`config.mk`:
```
export PLATFORM = sky130hd
export DESIGN_NAME = wb_cmd_master
export DESIGN_NICKNAME = d
export VERILOG_FILES = /design/src/rtl/wb_cmd_master.sv
export SDC_FILE = /design/constraint.sdc
export NUM_CORES = 1
export LEC_CHECK = 0
export CAP_MARGIN = 20
export CORE_MARGIN = 8
export CORE_UTILIZATION = 35
export CTS_CLUSTER_SIZE = 8
export DETAILED_ROUTE_END_ITERATION = 6
export MAX_ROUTING_LAYER = met4
export PLACE_DENSITY = 0.71
export SETUP_SLACK_MARGIN = 0.15
export SLEW_MARGIN = 25
export SYNTH_ARGS = -nofsm -noshare
export SYNTH_HDL_FRONTEND = slang
export SYNTH_SLANG_ARGS = --single-unit
export TNS_END_PERCENT = 1
```
`constraint.sdc`:
```
create_clock -name clk -period 2.29 [get_ports clk]
set_clock_uncertainty 0.1 [all_clocks]
set_input_delay 0.229 -clock clk [delete_from_list [all_inputs] [get_ports clk]]
set_output_delay 0.229 -clock clk [all_outputs]
set_load 0.005 [all_outputs]
```
`src/rtl/wb_cmd_master.sv`:
```
// Wishbone initiator: turns one local command into one classic Wishbone cycle
// and returns one response, aborting with an error if the slave never acknowledges.
module wb_cmd_master #(
    parameter int TIMEOUT_CYCLES = 256
) (
    input  logic        clk,
    input  logic        rst,
    input  logic        i_cmd_stb,
    output logic        o_cmd_rdy,
    input  logic        i_cmd_we,
    input  logic [31:0] i_cmd_adr,
    input  logic [31:0] i_cmd_dat,
    input  logic [3:0]  i_cmd_sel,
    output logic        o_rsp_stb,
    output logic [31:0] o_rsp_dat,
    output logic        o_rsp_err,
    output logic        o_wbm_cyc,
    output logic        o_wbm_stb,
    output logic        o_wbm_we,
    output logic [31:0] o_wbm_adr,
    output logic [31:0] o_wbm_dat,
    output logic [3:0]  o_wbm_sel,
    input  logic        i_wbm_ack,
    input  logic [31:0] i_wbm_dat,
    input  logic        i_wbm_int,
    output logic        o_int
);

    localparam int CNT_W = $clog2(TIMEOUT_CYCLES) + 1;
    localparam logic [CNT_W-1:0] CNT_LAST = CNT_W'(TIMEOUT_CYCLES - 1);

    typedef enum logic [1:0] {S_IDLE, S_BUS, S_RESP} state_t;

    state_t            state_q, state_d;
    logic              rdy_q, rdy_d;
    logic              cyc_q, cyc_d;
    logic              we_q, we_d;
    logic [31:0]       adr_q, adr_d;
    logic [31:0]       dat_q, dat_d;
    logic [3:0]        sel_q, sel_d;
    logic              rsp_stb_q, rsp_stb_d;
    logic [31:0]       rsp_dat_q, rsp_dat_d;
    logic              rsp_err_q, rsp_err_d;
    logic [CNT_W-1:0]  cnt_q, cnt_d;
    logic              int_q;

    logic accept;
    logic timeout;

    assign accept  = (state_q == S_IDLE) && i_cmd_stb;
    // Ack wins over a timeout landing on the same cycle.
    assign timeout = (state_q == S_BUS) && !i_wbm_ack && (cnt_q == CNT_LAST);

    always_ff @(posedge clk) begin
        if (rst) begin
            state_q <= S_IDLE;
        end else begin
            state_q <= state_d;
        end
    end

    always_comb begin
        state_d = state_q;
        case (state_q)
            S_IDLE: if (accept) state_d = S_BUS;
            S_BUS:  if (i_wbm_ack || timeout) state_d = S_RESP;
            S_RESP: state_d = S_IDLE;
            default: state_d = S_IDLE;
        endcase
    end

    always_comb begin
        rdy_d     = (state_d == S_IDLE);
        cyc_d     = (state_d == S_BUS);
        rsp_stb_d = (state_d == S_RESP);
        we_d      = we_q;
        adr_d     = adr_q;
        dat_d     = dat_q;
        sel_d     = sel_q;
        rsp_dat_d = rsp_dat_q;
        rsp_err_d = rsp_err_q;
        cnt_d     = cnt_q;
        case (state_q)
            S_IDLE: begin
                if (accept) begin
                    we_d  = i_cmd_we;
                    adr_d = i_cmd_adr;
                    dat_d = i_cmd_dat;
                    sel_d = i_cmd_sel;
                    cnt_d = '0;
                end
            end
            S_BUS: begin
                cnt_d = cnt_q + CNT_W'(1);
                if (i_wbm_ack) begin
                    rsp_dat_d = we_q ? 32'h0 : i_wbm_dat;
                    rsp_err_d = 1'b0;
                end else if (timeout) begin
                    rsp_dat_d = 32'hFFFF_FFFF;
                    rsp_err_d = 1'b1;
                end
            end
            default: ;
        endcase
    end

    always_ff @(posedge clk) begin
        if (rst) begin
            rdy_q     <= 1'b1;
            cyc_q     <= 1'b0;
            we_q      <= 1'b0;
            adr_q     <= '0;
            dat_q     <= '0;
            sel_q     <= '0;
            rsp_stb_q <= 1'b0;
            rsp_dat_q <= '0;
            rsp_err_q <= 1'b0;
            cnt_q     <= '0;
            int_q     <= 1'b0;
        end else begin
            rdy_q     <= rdy_d;
            cyc_q     <= cyc_d;
            we_q      <= we_d;
            adr_q     <= adr_d;
            dat_q     <= dat_d;
            sel_q     <= sel_d;
            rsp_stb_q <= rsp_stb_d;
            rsp_dat_q <= rsp_dat_d;
            rsp_err_q <= rsp_err_d;
            cnt_q     <= cnt_d;
            int_q     <= i_wbm_int;
        end
    end

    assign o_cmd_rdy = rdy_q;
    assign o_wbm_cyc = cyc_q;
    assign o_wbm_stb = cyc_q;
    assign o_wbm_we  = we_q;
    assign o_wbm_adr = adr_q;
    assign o_wbm_dat = dat_q;
    assign o_wbm_sel = sel_q;
    assign o_rsp_stb = rsp_stb_q;
    assign o_rsp_dat = rsp_dat_q;
    assign o_rsp_err = rsp_err_q;
    assign o_int     = int_q;

endmodule

```
==> impl_metrics.json <==
{
  "crit_type": "flop to flop",
  "grt_remaining_overflow": 0,
  "grt_pass1_vias": 4369,
  "final_hold_viol_count": 0,
  "die_y_um": 127,
  "routabilityCongestion": 0.731,
  "wl_per_cell_um": 15.3,
  "drt-pass1-iter-count": 4,
  "ctsHoldBuffers": 0,
  "yosys-top-cells-area": "dfxtp_1 54%, nand2_1 12%, a21oi_1 9.3%",
  "path_max_fanout": 32,
  "antenna_left": 0,
  "pwr_density_cell_nw_per_um2": 777,
  "drt-total-wl_um": 13400,
  "syn-num-nets": 622,
  "slowest_stage": "o21ba_4",
  "cts.htree.levels": 4,
  "syn2layout_area_growth_pct": 64.7,
  "cp_cell_sequence": "ha_1 -> nand3_1 -> nor2_1 -> ha_1 -> nor2_1 -> o21ba_4 -> a22o_1",
  "status": "finished, final reports clean",
  "post-route-util_pct": 59.2,
  "synth_warnings": 0,
  "max_cap_violations": 0,
  "design.die.area_um2": 16200,
  "end_kind": "flop",
  "whs_path_depth": 3,
  "die_w_um": 127,
  "root_buffer": "clkbuf_16",
  "synth_common_cells": "142 x nand2_1, 117 x dfxtp_1, 80 x a21oi_1, 33 x inv_1",
  "regToRegSetupSlack_ns": 0.43,
  "crit-reg2reg-launch": "cnt_q[0]",
  "ioPinCount": 213,
  "finalSetupViolations": 0,
  "cts_inserted_buffers": 17,
  "cts.repair.resized": 0,
  "core-area_um2": 12000,
  "vias_per_cell": 4.84,
  "async_reset_ff_share_pct": 0,
  "grt_pass1_wl_um": 21600,
  "synth_edf_count": 0,
  "p_leak_uw": 0.00277,
  "hold_path.class": "primary input to flop",
  "post_cts_buffers": 0,
  "rows": 40,
  "insertedDiodeCount": 0,
  "yosysMostFrequentCell": "nand2_1",
  "max_clock_freq_mhz": 536,
  "cpLargestDelayFamily": "compound AO/OA/AOI/OAI gates",
  "num_vias": 4233,
  "rsz0062_at_grt": "false",
  "cp.depth": 7,
  "max_stage_delay_ns": 0.42,
  "stdcell_count": 874,
  "clk_path_buf_depth": 2,
  "clk_pin_slew_ns": 0.05,
  "cts_tree": "yes",
  "drv_slew": 0,
  "clock-sinks": 117,
  "grt_max_degree": 77,
  "cp-start-kind": "flop",
  "tightest_slew_ns": 0.607,
  "cp.required_ns": 2.53,
  "arrival_ns": 2.11,
  "hp-start": "rst",
  "yosysTopAreaCellShare_pct": 54.2,
  "crit_buf_inv": 0,
  "drc": 0,
  "track_usage_pct": 17.1,
  "relSlewSlack_pct": 59.5,
  "hold_path_end": "state_q[0]",
  "place_inst": 842,
  "synth_cell_types": 32,
  "avgSynthCellArea_um2": 8.40,
  "rr_worst_depth": 7,
  "start_util_pct": 36.0,
  "insertion_delay_ns": 0.40,
  "fin_setup_tns_ns": 0,
  "finalCritPeriodShare_pct": 81.4,
  "synth_ff_type": "dfxtp_1",
  "drt_iter0_markers": 155,
  "reg2reg_to": "o_rsp_dat[8]",
  "layout-drive-gt1-share_pct": 6.19,
  "synth_cells": 514,
  "synth_largest_area_cell": "dfxtp_1",
  "vdd_drop_max_mv": 0.351,
  "nets": 822,
  "synth_area_um2": 4320,
  "ys_ff_latch": 117,
  "period_needed_ns": 1.86,
  "place_hpwl_um": 9520,
  "io_buffers": 212,
  "grt_antenna_before_repair": 0,
  "ys_seq_area_share_pct": 54.2
}
-- through the flow --
stage	total power (uW)	area (um^2)	worst slack, ns	hold WS, ns
floorplan	2540	4320	0.526	0.257
global placement	3000	6530	0.289	0.341
detailed placement	3020	6530	0.229	0.346
CTS	5600	7110	0.215	0.231
global route	5780	7110	0.265	0.261
finish	5530	7110	0.426	0.253
-- metal layers --
layer	global-route usage, %	vias up	share of wire (%)
met5	-	-	0
met4	7.77	0	1.9
met3	5.49	18	6.8
met2	27.8	146	49
met1	18.8	1959	42
li1	-	2110	-
-- worst max-delay path by stage --
stage                     startpoint            end  slack [ns]
after floorplan             cnt_q[0]  o_rsp_dat[22]        0.53
after global placement      cnt_q[0]   o_rsp_dat[4]        0.29
after detailed placement    cnt_q[0]   o_rsp_dat[8]        0.23
after CTS                   cnt_q[0]   o_rsp_dat[8]        0.21
after global routing        cnt_q[0]  o_rsp_dat[20]        0.26
final                       cnt_q[0]   o_rsp_dat[8]        0.43
-- power breakdown --
group	leakage [uW]	switching, uW	internal, uW
combinational	0.00152	306	448
sequential	0.000958	61.5	2160
clock	0.000293	884	1670
-- cells in the final DEF, fill, tap and decap left out, types with 2 or more instances in the layout --
master and instances:
clkbuf_1 2, or4_1 3, o21ai_0 32, clkinv_2 7, a21oi_1 80, o311ai_0 2, clkdlybuf4s50_1 211, ha_1 2
nor2b_1 2, clkbuf_8 3, a211oi_1 3, dfxtp_1 117, buf_4 6, clkbuf_16 17, nand3_1 5, buf_12 3
bufinv_16 2, nand2_1 142, inv_1 33, nand2b_1 2, nor2_1 5, a22o_1 32
-- sequential cells by signal, summed over array words and instances, names as in the netlist, 2 cells and up --
register	cells
o_wbm_dat	32
state_q	2
cnt_q	9
o_rsp_dat	32
o_wbm_adr	32
o_wbm_sel	4
-- layout make-up --
class / instances / area (um^2)
Fill cell: 1076 / 4900
Sequential cell: 117 / 2340
Timing Repair Buffer: 221 / 2220
Multi-Input combinational cell: 324 / 1660
Clock buffer: 22 / 474
Tap cell: 147 / 184
Inverter: 33 / 124
Clock inverter: 10 / 104
-- worst min-delay path, cell delays in order --
cell and delay, ns:
buf_2 0.11, buf_4 0.24, nor2_1 0.13
-- cells by family (layout without fill, tap and decap cells) --
| group | after synthesis | count (layout) | synth area share (%) |
|---|---|---|---|
| AOI/OAI and AO/OA | 154 | 154 | 21.4 |
| adders and majority gates | 2 | 2 | 0.579 |
| buffers and inverters | 73 | 286 | 7.73 |
| DFF | 117 | 117 | 54.2 |
| muxes | 1 | 1 | 0.232 |
| and+or+nand+nor | 167 | 167 | 15.9 |
Power figures use the tool's default switching activity.
